### src/rtl/cpu_gen2.sv
`default_nettype none
// ============================================================================
// Module   : cpu_gen2
// Brief    : Small accumulator-style CPU with four registers, Z/G/C flags,
//            on-chip instruction/data memories and a return-address stack.
// Revision : 1.0 - initial release
// ============================================================================
module cpu_gen2 #(
  parameter int DATA_WIDTH   = 8,
  parameter int IMEM_DEPTH   = 32,
  parameter int DMEM_DEPTH   = 32,
  parameter int STACK_DEPTH  = 4,
  parameter bit START_HALTED = 1'b0
) (
  input  logic                          clk,
  input  logic                          rst,
  input  logic                          start,
  input  logic                          prog_we,
  input  logic [$clog2(IMEM_DEPTH)-1:0] prog_addr,
  input  logic [8+DATA_WIDTH-1:0]       prog_wdata,
  output logic                          halted,
  output logic                          fault,
  output logic [$clog2(IMEM_DEPTH)-1:0] pc,
  output logic [4*DATA_WIDTH-1:0]       regs_dbg
);

  localparam int c_iw  = 8 + DATA_WIDTH;
  localparam int c_pw  = $clog2(IMEM_DEPTH);
  localparam int c_aw  = (DMEM_DEPTH > 1) ? $clog2(DMEM_DEPTH) : 1;
  localparam int c_spw = $clog2(STACK_DEPTH + 1);
  localparam int c_sw  = (STACK_DEPTH > 1) ? $clog2(STACK_DEPTH) : 1;

  localparam logic [1:0] c_st_run  = 2'd0;
  localparam logic [1:0] c_st_mem2 = 2'd1;
  localparam logic [1:0] c_st_halt = 2'd2;

  logic [c_iw-1:0]       r_imem  [IMEM_DEPTH];
  logic [DATA_WIDTH-1:0] r_dmem  [DMEM_DEPTH];
  logic [c_pw-1:0]       r_stack [STACK_DEPTH];
  logic [DATA_WIDTH-1:0] r_regs  [4];
  logic                  r_z, r_g, r_c;
  logic [c_pw-1:0]       r_pc;
  logic [c_spw-1:0]      r_sp;
  logic [DATA_WIDTH-1:0] r_buf;
  logic                  r_fault;
  logic [1:0]            r_state;

  logic [c_iw-1:0]       w_instr;
  logic [7:0]            w_op;
  logic [DATA_WIDTH-1:0] w_opnd;
  logic [1:0]            w_rd;
  logic [DATA_WIDTH-1:0] w_a, w_rsv, w_src, w_alu_res;
  logic                  w_alu_c;
  logic [31:0]           w_opnd32;
  logic [c_pw-1:0]       w_tgt, w_pc_inc;
  logic [c_aw-1:0]       w_daddr;
  logic                  w_stk_full, w_stk_empty, w_push, w_dmem_we, w_imem_we;
  logic [c_sw-1:0]       w_sp_wr, w_sp_top;

  assign w_instr  = r_imem[r_pc];
  assign w_op     = w_instr[c_iw-1 -: 8];
  assign w_opnd   = w_instr[DATA_WIDTH-1:0];
  assign w_rd     = w_op[7:6];
  assign w_a      = r_regs[w_rd];
  assign w_rsv    = r_regs[w_opnd[1:0]];
  assign w_opnd32 = 32'(w_opnd);
  assign w_tgt    = c_pw'(w_opnd32 % 32'(IMEM_DEPTH));
  assign w_daddr  = c_aw'(w_opnd32 % 32'(DMEM_DEPTH));
  assign w_pc_inc = (r_pc == c_pw'(IMEM_DEPTH - 1)) ? '0 : r_pc + c_pw'(1);

  assign w_stk_full  = (r_sp == c_spw'(STACK_DEPTH));
  assign w_stk_empty = (r_sp == '0);
  assign w_sp_wr     = c_sw'(r_sp);
  assign w_sp_top    = c_sw'(r_sp - c_spw'(1));

  assign w_push    = (r_state == c_st_run) && (w_op == 8'h0B) && !w_stk_full;
  assign w_dmem_we = (r_state == c_st_mem2) && (w_op[5:0] == 6'h02);
  assign w_imem_we = (r_state == c_st_halt) && prog_we;

  // ALU: shifts are unary on the selected source operand
  always_comb begin
    w_src     = w_op[4] ? w_rsv : w_opnd;
    w_alu_c   = 1'b0;
    w_alu_res = w_src;
    case (w_op[3:0])
      4'h0: {w_alu_c, w_alu_res} = {1'b0, w_a} + {1'b0, w_src};
      4'h1: {w_alu_c, w_alu_res} = {1'b0, w_a} - {1'b0, w_src};
      4'h2: w_alu_res = w_a & w_src;
      4'h3: w_alu_res = w_a | w_src;
      4'h4: w_alu_res = w_a ^ w_src;
      4'h5: begin
        w_alu_c   = w_src[DATA_WIDTH-1];
        w_alu_res = {w_src[DATA_WIDTH-2:0], 1'b0};
      end
      4'h6: begin
        w_alu_c   = w_src[0];
        w_alu_res = {1'b0, w_src[DATA_WIDTH-1:1]};
      end
      default: ;
    endcase
  end

  always_ff @(posedge clk or posedge rst) begin
    if (rst) begin
      for (int i = 0; i < 4; i++) r_regs[i] <= '0;
      r_z     <= 1'b0;
      r_g     <= 1'b0;
      r_c     <= 1'b0;
      r_pc    <= '0;
      r_sp    <= '0;
      r_buf   <= '0;
      r_fault <= 1'b0;
      r_state <= START_HALTED ? c_st_halt : c_st_run;
    end else begin
      case (r_state)
        c_st_halt: begin
          if (start) begin
            r_pc    <= '0;
            r_fault <= 1'b0;
            r_sp    <= '0;
            r_state <= c_st_run;
          end
        end
        c_st_mem2: begin
          if (w_op[5:0] == 6'h01) r_regs[w_rd] <= r_buf;
          r_pc    <= w_pc_inc;
          r_state <= c_st_run;
        end
        default: begin
          if (w_op[5]) begin
            r_regs[w_rd] <= w_alu_res;
            r_z          <= (w_alu_res == '0);
            r_c          <= w_alu_c;
            r_g          <= 1'b0;
            r_pc         <= w_pc_inc;
          end else begin
            case (w_op[5:0])
              6'h08: begin r_regs[w_rd] <= w_opnd; r_pc <= w_pc_inc; end
              6'h18: begin r_regs[w_rd] <= w_rsv;  r_pc <= w_pc_inc; end
              6'h03: begin
                r_z  <= (w_a == w_rsv);
                r_g  <= ($signed(w_a) > $signed(w_rsv));
                r_c  <= (w_a < w_rsv);
                r_pc <= w_pc_inc;
              end
              6'h01: begin r_buf <= r_dmem[w_daddr]; r_state <= c_st_mem2; end
              6'h02: begin r_buf <= w_a;             r_state <= c_st_mem2; end
              default: begin
                // control flow decodes the full opcode byte; anything else is a NOP
                case (w_op)
                  8'h04: r_state <= c_st_halt;
                  8'h05: r_pc <= w_tgt;
                  8'h06: r_pc <= r_z  ? w_tgt : w_pc_inc;
                  8'h07: r_pc <= !r_z ? w_tgt : w_pc_inc;
                  8'h09: r_pc <= r_g  ? w_tgt : w_pc_inc;
                  8'h0A: r_pc <= r_c  ? w_tgt : w_pc_inc;
                  8'h0B: begin
                    if (w_stk_full) begin
                      r_fault <= 1'b1;
                      r_state <= c_st_halt;
                    end else begin
                      r_sp <= r_sp + c_spw'(1);
                      r_pc <= w_tgt;
                    end
                  end
                  8'h0C: begin
                    if (w_stk_empty) begin
                      r_fault <= 1'b1;
                      r_state <= c_st_halt;
                    end else begin
                      r_sp <= r_sp - c_spw'(1);
                      r_pc <= r_stack[w_sp_top];
                    end
                  end
                  default: r_pc <= w_pc_inc;
                endcase
              end
            endcase
          end
        end
      endcase
    end
  end

  // Memories carry no reset so their contents survive rst
  always_ff @(posedge clk) begin
    if (w_push) r_stack[w_sp_wr] <= w_pc_inc;
  end

  always_ff @(posedge clk) begin
    if (w_dmem_we) r_dmem[w_daddr] <= r_buf;
  end

  always_ff @(posedge clk) begin
    if (w_imem_we) r_imem[prog_addr] <= prog_wdata;
  end

  assign halted   = (r_state == c_st_halt);
  assign fault    = r_fault;
  assign pc       = r_pc;
  assign regs_dbg = {r_regs[3], r_regs[2], r_regs[1], r_regs[0]};

endmodule
`default_nettype wire

### config.mk
export PLATFORM = sky130hd
export DESIGN_NAME = cpu_gen2
export DESIGN_NICKNAME = d
export VERILOG_FILES = /design/src/rtl/cpu_gen2.sv
export SDC_FILE = /design/constraint.sdc
export NUM_CORES = 1
export LEC_CHECK = 0
export BUFFER_PORTS_ARGS = -buffer_cell sky130_fd_sc_hd__buf_2
export CAP_MARGIN = 10
export CORE_UTILIZATION = 50
export CTS_CLUSTER_DIAMETER = 50
export DETAILED_ROUTE_END_ITERATION = 8
export GPL_ROUTABILITY_DRIVEN = 1
export MAX_ROUTING_LAYER = met4
export PLACE_DENSITY = 0.66
export SYNTH_ARGS = -nofsm -noshare
export SYNTH_HDL_FRONTEND = slang
export SYNTH_SLANG_ARGS = --single-unit
export TNS_END_PERCENT = 10
### constraint.sdc
create_clock -name clk -period 8 [get_ports clk]
set_clock_uncertainty 0.2 [all_clocks]
set_input_delay 1.6 -clock clk [delete_from_list [all_inputs] [get_ports clk]]
set_output_delay 1.6 -clock clk [all_outputs]
set_load 0.05 [all_outputs]
* After elaboration in Yosys (flattened, before gate mapping) *
Memory sizes are Yosys's and may differ from the RTL's.
Cells that the tools add are included.

storage, ports and cells
  flip-flop bits (word level) = 54
  RAM bits = 788
  bits of input ports = 25
  memories kept = 3

memory list
  memory   words  width  read ports  clocked after Yosys merged registers in  write ports  RTL line  source
  r_imem   32     16     1           0                                        1            37        logic [c_iw-1:0] r_imem [IMEM_DEPTH];
  r_dmem   32     8      1           0                                        1            38        logic [DATA_WIDTH-1:0] r_dmem [DMEM_DEPTH];
  r_stack  4      5      1           0                                        1            39        logic [c_pw-1:0] r_stack [STACK_DEPTH];

operators by class
  add/sub/neg operators = 5
  $lt $le $gt $ge = 5
  equality and inequality tests = 40
  multiplexer cells = 65
  bitwise gates (word level) = 9
  reduce and logical (&&, ||, !) cells = 26

operators by type and width
  cell                                                 count
  bitwise mux 32 bit                                   4
  case mux 32 bit (2 select lines)                     2
  2-to-1 mux 32 bit                                    2
  case mux 8 bit (7 select lines)                      1
  2-to-1 mux 8 bit                                     6
  2-to-1 mux 5 bit                                     9
  case mux 5 bit (8 select lines)                      1
  binary-select mux 8 bit (select 2 bit)               2
  equality test 8 x 3 -> 1 bit, second input constant  4
  equality test 8 x 4 -> 1 bit, second input constant  4
  case mux 5 bit (2 select lines)                      2
  2-to-1 mux 1 bit                                     17
  demux 8 bit (select 2 bit)                           1
  case mux 8 bit (2 select lines)                      1
  2-to-1 mux 3 bit                                     5
  AND reduction 7 bit                                  2
  equality test 4 x 3 -> 1 bit, second input constant  3
  equality test 6 x 2 -> 1 bit, second input constant  2
  inequality test 3 bit, second input constant         4
  case mux 3 bit (2 select lines)                      2
  inequality test 5 bit, second input constant         2
  adder 8 x 8 -> 9 bit                                 1
  subtractor 8 x 8 -> 9 bit                            1
  bitwise AND 8 bit                                    1
  other kinds (51)                                     71

* Logic depth before layout (Yosys ltp) *
Gate-level depths: netlist (run 1).
An unclocked memory read counts as a cell.

  depth in word-level cells = 11
  gate-level depth with buffers = 25
  mapped depth without buffers = 19

* Worst setup path before layout (run 1) *
No wires, ideal clock.

  kind = reg-to-reg
  start point = register r_pc[1] (netlist: pc[1])
  end point = register r_regs (netlist bit regs_dbg[14])
  setup time = 0.121 ns
  arrival = 5.513 ns
  path slack = 2.166 ns
  cell stages (with the launch flop) = 23
  path buffers = 4
  period minus slack after synthesis = 5.834 ns
  cell sequence = dfrtp_1 > buf_6 > buf_12 > mux4_2 > mux4_2 > mux2i_4 > clkbuf_1 > buf_2 > nor2_1 > a21oi_1 > a21oi_1 > ha_1 > fa_1 > a21o_1 > a21oi_1 > o31ai_1 > a31oi_1 > a21oi_1 > a2111oi_0 > a41oi_1 > nor3_1 > o21ai_1 > a22o_1

between the ends
  longest elaborated chain between the ends = 11
  elaborated cells on any way between the ends = 42

ends and longest elaborated chain
  item                                                  RTL line  source
  from (decl)                                           42        logic [c_pw-1:0] r_pc;
  from (signal assigned)                                126       r_pc <= w_pc_inc;
  from (signal assigned)                                135       r_pc <= w_pc_inc;
  from (signal assigned)                                138       6'h08: begin r_regs[w_rd] <= w_opnd; r_pc <= w_pc_inc; end
  memory (32 x 16 bit) (*)                              --
  inverter 2 -> 3 bit (implied by the code)             65        assign w_rsv = r_regs[w_opnd[1:0]];
  binary-select mux 8 bit (select 2 bit)                65
  2-to-1 mux 8 bit (implied by the code) (2 in series)  65
  2-to-1 mux 8 bit                                      82        w_src = w_op[4] ? w_rsv : w_opnd;
  subtractor 8 x 8 -> 9 bit (tied with other cells)     87        4'h1: {w_alu_c, w_alu_res} = {1'b0, w_a} - {1'b0, w_src};
  case mux 8 bit (7 select lines)                       85        case (w_op[3:0])
  bitwise mux 32 bit                                    131       r_regs[w_rd] <= w_alu_res;
  2-to-1 mux 32 bit                                     130       if (w_op[5]) begin
  case mux 32 bit (2 select lines)                      115       case (r_state)
  to (signal, indexed assignment)                       131
  to (signal, indexed assignment)                       138
  to (signal, indexed assignment)                       139       6'h18: begin r_regs[w_rd] <= w_rsv; r_pc <= w_pc_inc; end
  to (decl)                                             40        logic [DATA_WIDTH-1:0] r_regs [4];

Mark *: on every way between the ends. The rest lies on a longest branch, timed or not. The select of a mux whose other input is x is not followed.
A chain may end at the register's enable or synchronous reset.

* Worst setup path after layout (run 1) *
Ends and elaborated chain as after synthesis.

==> impl_results.md, run 1 <==
* Status: completed
* Hold Crit Class: reg -> reg
* Final WS setup at 0.910 ns
* Tmin final at 7.09 ns
* Worst setup slack after placement at 0.937 ns
* Worst slew pin tran at 1.19 ns
* Crit path buf inv count at 1
* Unique masters post-synth at 92
* Hold wc startpoint: fault
* Num CTS Buffers at 92
* Num ports at 64
* Max-capacitance violation count at 0
* # hold bufs at CTS at 0
* Required time of the critical path at 8.35 ns
* Number of synthesized register bits at 842
* R2R Path End: regs_dbg[14]
* Relative slew slack at 20.7%
* WHS Path Cells at 1
* Ys async rst share at 6.41%
* TritonCTS clock tree: done
* Post-synthesis cell area at 36700 um^2
* CTS H-tree depth at 3
* Reg2Reg Setup Slack at 0.91 ns
* Syn nets at 2380
* Cell count after synthesis at 2314
* Clk Latency, worst-skew pair at 0.68 ns
* Final number of max-transition violations at 0
* Layout area overhead at 13.0%
* # rows at 98
* CP max stage cell: dfrtp_4
* # DRC at 0
* Largest fanout on the critical path at 45
* Crit Path Category: reg -> reg
* Total gr overflow at 0
* Vias in the first global route at 21495
* F_max at 141 MHz
* Post-DRT Antenna Nets at 0
* Initial antenna violation count at 4
* Top FF cell, synth: edfxtp_1
* Crit path largest cell delay at 0.68 ns
* # setup viols final at 0
* Final Non-Filler Cells at 3457
* CTS-repair resized insts at 0
* Share of layout cells above drive strength 1 at 20.8%
* DIE WIDTH at 273 um
* Cells along the critical path: buf_4 -> mux4_2 -> mux4_2 -> nand2_1 -> and3_1 -> nor2_1 -> a222oi_1 -> ha_1 -> a21oi_1 -> o31ai_1 -> a21o_1 -> a21oi_1 -> a2111oi_0 -> a41oi_1 -> nor3_1 -> o21ai_1 -> a22o_1
* Input/output buffers at 63
* R2R depth at 17
* DIE HEIGHT at 273 um
* RD Place Congestion at 0.905
* Placed cells at 3283
* 1st-pass router iterations at 6
* CP delay by family, top: compound AO/OA/AOI/OAI gates
* First-pass GRT wire length at 142000 um
* Vias at 21550
* CP arrival at 7.44 ns
* RSZ-0062 raised after global routing: false
* Sequential element share of the synthesized area at 68.2%
* Core area at 72000 um^2
* Clock transition at path regs at 0.06 ns
* Setup TNS at 0 ns
* DRT iter0 DRCs at 2201
* Largest net degree at the start of global routing at 70
* Hold Crit Endpoint: fault
* Final Routed Wirelength at 96400 um
* Layout Nets at 2494
* Hold Vio Cnt, Final at 0
* Root Buffer: clkbuf_16
* Mapped Avg Cell Area at 15.8 um^2
* Dpl hpwl at 60400 um
* Final core utilization at 57.6%
* Vias per cell at 6.23
* Post-synth EDFFs at 788
* Final period util at 88.6%
* Initial core utilization at 51.0%
* Yosys warns at 0
* Setup crit start kind: register
* Die area at 74400 um^2
* Critical Path Sink Type: register
* Worst r2r src: pc[1]
* Post-CTS Setup Bufs at 0
* Clk sinks at 842
* Drt wl/cell at 27.9 um
* Clock Tree Buf Depth at 3
* Total GRT Usage at 27.0%
-- cells by family after synthesis --
kind of cell	share of synthesized area, %
adders and majority gates	1.45
and+or+nand+nor	7.27
xor gates and xnor gates	0.215
muxes	14.6
DFF	68.2
AOI/OAI and AO/OA	6.00
buffers and inverters	2.28
-- per-stage QoR --
stage                     hold slack (ns)  instance area [um^2]
after detailed placement            0.308                 38200
after floorplan                     0.271                 36700
after global routing                0.339                 41400
after CTS                           0.321                 41400
after global placement              0.292                 38200
final                               0.317                 41400
-- worst reg2reg max path, delay by kind of cell, from the launching register on --
kind | cells | cell delay (ns)
compound gates | 9 | 2.59
fa+ha+maj | 1 | 0.51
buf+inv | 1 | 0.67
flops | 1 | 0.68
mux | 2 | 0.92
simple gates | 4 | 1.40
-- cell type report --
cell class | instances | area, um^2
antenna | 4 | 10.0
clock buffer | 108 | 2420
clock inverter | 61 | 743
fill | 5440 | 30500
inverter | 46 | 173
multi-input combinational | 1307 | 11000
sequential | 842 | 25000
tap | 950 | 1190
timing repair buffer | 139 | 906
-- layer usage --
| metal | up-vias | wire length [um] | GRT usage [%] |
|---|---|---|---|
| li1 | 9360 | - | - |
| met1 | 10976 | 39300 | 35.9 |
| met2 | 979 | 46000 | 41.8 |
| met3 | 235 | 7060 | 4.06 |
| met4 | 0 | 4010 | 11.3 |
| met5 | - | 0 | - |
-- flip-flops by register name, indices dropped and copies added (netlist names), 2 cells and up --
| name | cells |
|---|---|
| r_state | 2 |
| r_stack | 20 |
| regs_dbg | 32 |
| r_sp | 3 |
| pc | 5 |
| r_imem | 512 |
| r_dmem | 256 |
| r_buf | 8 |
-- cells in the final DEF, fill, tap and decap left out, types with 8 or more instances in the layout --
cell type	n
clkinv_2	18
buf_2	63
mux2i_1	185
mux2_2	53
mux4_2	101
a21o_1	13
nor2_1	123
a21oi_1	78
buf_4	75
o31ai_1	10
a22oi_1	34
nor2_2	27
nand2b_1	8
clkinvlp_4	10
clkinv_1	11
dfrtp_1	49
inv_1	41
o22ai_1	8
a32oi_1	10
a221oi_1	14
clkbuf_1	10
mux4_1	19
edfxtp_1	788
nor3_1	14
and2_1	12
nor2b_1	11
clkbuf_16	92
a211oi_1	13
nand4_1	12
ha_1	40
bufinv_16	11
nand3_1	85
a22o_1	16
o21ai_0	31
and3_1	20
nand2_1	217
a31oi_1	23
-- Yosys cell counts (11+ instances only) --
library cell | n | area share (%)
nor2b_1 | 11 | 0.19
inv_1 | 42 | 0.43
a31oi_1 | 23 | 0.39
and2_1 | 12 | 0.20
mux2i_1 | 187 | 5.1
edfxtp_1 | 788 | 65
and3_1 | 21 | 0.36
nand4_1 | 12 | 0.20
buf_4 | 19 | 0.39
ha_1 | 40 | 1.4
mux4_2 | 101 | 6.2
a22oi_1 | 34 | 0.70
a221oi_1 | 14 | 0.33
nor3_1 | 14 | 0.19
a21o_1 | 13 | 0.27
nand2_1 | 217 | 2.2
clkbuf_1 | 49 | 0.50
mux2_2 | 53 | 1.6
nor2_1 | 155 | 1.6
nand3_1 | 86 | 1.2
o21ai_0 | 31 | 0.42
dfrtp_1 | 54 | 3.7
mux4_1 | 19 | 1.4
buf_2 | 31 | 0.42
a22o_1 | 16 | 0.38
a211oi_1 | 13 | 0.27
a21oi_1 | 78 | 1.1
-- how the worst max path moves through the flow --
stage | startpoint | endpoint | slack, ns | depth (start not counted)
4_1_cts | pc[1] | regs_dbg[6] | 0.92 | 17
3_3_place_gp | pc[1] | regs_dbg[29] | 1.26 | 18
5_1_grt | pc[1] | regs_dbg[14] | 0.43 | 17
6_report | pc[1] | regs_dbg[14] | 0.91 | 17
3_5_place_dp | pc[1] | regs_dbg[6] | 0.94 | 17
2_1_floorplan | pc[1] | regs_dbg[14] | 2.17 | 22
Power of run 1 is left out: the tool's default activity adds up to more than one toggle a clock period on the data nets, which glitch-free logic cannot reach.
==> run 2, diff against run 1 <==
--- a/config.mk
+++ b/config.mk
@@ -12,7 +12,7 @@
 export DETAILED_ROUTE_END_ITERATION = 8
 export GPL_ROUTABILITY_DRIVEN = 1
 export MAX_ROUTING_LAYER = met4
-export PLACE_DENSITY = 0.66
+export PLACE_DENSITY_LB_ADDON = 0.15
 export SYNTH_ARGS = -nofsm -noshare
 export SYNTH_HDL_FRONTEND = slang
 export SYNTH_SLANG_ARGS = --single-unit
==> constraint.sdc (replaced) <==
create_clock -name clk -period 8 [get_ports clk]
set_clock_uncertainty 0.2 [all_clocks]
set_input_delay 1.6 -clock clk [delete_from_list [all_inputs] [get_ports clk]]
set_output_delay 1.6 -clock clk [all_outputs]
set_load 0.005 [all_outputs]
==> impl_results.md, run 2 (synthesis results as in run 1) <==
* Status: completed
* R2R Path End: regs_dbg[6]
* 1st-pass router iterations at 5
* R2R depth at 19
* Clock transition at path regs at 0.06 ns
* CP max stage cell: dfrtp_4
* Initial antenna violation count at 5
* Worst slew pin tran at 1.29 ns
* Clock Tree Buf Depth at 3
* Most frequent cells in the layout: edfxtp_1, nand2_1, mux2i_1
* DRT iter0 DRCs at 2189
* Cells along the critical path: buf_4 -> mux4_2 -> mux4_2 -> nand2_1 -> nand3_2 -> a31oi_1 -> o221ai_1 -> ha_1 -> fa_1 -> a21o_1 -> a21oi_1 -> o31ai_1 -> a31oi_1 -> a21oi_1 -> a2111oi_0 -> a41oi_1 -> nor3_1 -> o21ai_1 -> a22o_1
* Critical Path Sink Type: register
* Die area at 74400 um^2
* Input/output buffers at 63
* # DRC at 0
* Num ports at 64
* Placed cell area at 38200 um^2
* DIE HEIGHT at 273 um
* Fin area at 41400 um^2
* Dpl hpwl at 61800 um
* Clk Latency, worst-skew pair at 0.68 ns
* # setup viols final at 0
* Clk sinks at 842
* Post-CTS Setup Bufs at 0
* Drt wl/cell at 28.5 um
* Reg2Reg Setup Slack at 1.00 ns
* CP Capture Point: regs_dbg[6]
* F_max at 143 MHz
* RSZ-0062 raised after global routing: false
* Initial core utilization at 51.0%
* Root Buffer: clkbuf_16
* Crit path largest cell delay at 0.92 ns
* Layout Nets at 2483
* Crit path buf inv count at 1
* Layout area overhead at 12.8%
* CP delay by family, top: compound AO/OA/AOI/OAI gates
* Largest Register: r_imem
* Crit Path Category: reg -> reg
* Max reg flops at 512
* Cell depth of the worst setup path at 19
* CP arrival at 7.36 ns
* Relative slew slack at 14.1%
* Final Routed Wirelength at 98200 um
* Final number of max-transition violations at 0
* Vias in the first global route at 21216
* Vias at 21426
* Largest net degree at the start of global routing at 78
* Largest fanout on the critical path at 43
* Vias per cell at 6.22
* Max-capacitance violation count at 0
* Core area at 72000 um^2
* Share of layout cells above drive strength 1 at 20.1%
* Required time of the critical path at 8.36 ns
* Commonest non-fill, non-tap cell in the layout: edfxtp_1
* RD Place Congestion at 0.900
* Final period util at 87.5%
* # hold bufs at CTS at 0
* First-pass GRT wire length at 143000 um
* Total GRT Usage at 27.4%
* Num CTS Buffers at 92
* Crit. Startpoint: pc[1]
* FILL cells at 5462
* CTS-repair resized insts at 0
* Worst r2r src: pc[1]
* Setup crit start kind: register
* Post-DRT Antenna Nets at 0
* # rows at 98
* CTS H-tree depth at 3
* Hold Vio Cnt, Final at 0
* DIE WIDTH at 273 um
* Hold Worst Slack at 0.307 ns
* Total gr overflow at 0
* Hold Crit Class: reg -> reg
* TritonCTS clock tree: done
* Tmin final at 7.00 ns
* Setup TNS at 0 ns
-- run 2: metrics by stage --
| stage | setup slack, ns | instances | util (%) |
|---|---|---|---|
| 3_3_place_gp | 1.27 | 3272 | 53.0 |
| 3_5_place_dp | 1.09 | 3272 | 53.0 |
| 5_1_grt | 0.722 | 3446 | 57.5 |
| 2_1_floorplan | 2.49 | 2314 | - |
| 4_1_cts | 1.08 | 3442 | 57.4 |
| 6_report | 1.00 | 3446 | 57.5 |
-- run 2: how the worst min path moves through the flow --
stage | start | to | slack [ns] | depth (start not counted)
after detailed placement | fault | fault | 0.30 | 1
final | fault | fault | 0.31 | 1
after global placement | fault | fault | 0.29 | 1
after global routing | fault | fault | 0.34 | 1
after floorplan | r_g | r_g | 0.27 | 2
after CTS | fault | fault | 0.31 | 1
-- run 2: final cells by class --
cell class,instances,area [um^2],share of cell area (%)
sequential,842,25000,60.5
multi-input combinational,1307,11000,26.6
clock buffer,104,2350,5.68
tap,950,1190,2.87
timing repair buffer,128,823,1.99
clock inverter,66,797,1.93
inverter,46,173,0.418
antenna,3,7.51,0.0182
-- run 2: metal layers --
layer / vias to the layer above / global-route usage [%] / wire length, um
li1: 9331 / - / -
met1: 11064 / 36.1 / 40600
met3: 180 / 3.85 / 6220
met5: - / - / 0
met2: 851 / 43.8 / 48200
met4: 0 / 9.49 / 3250
Power of run 2 is left out for the same reason.
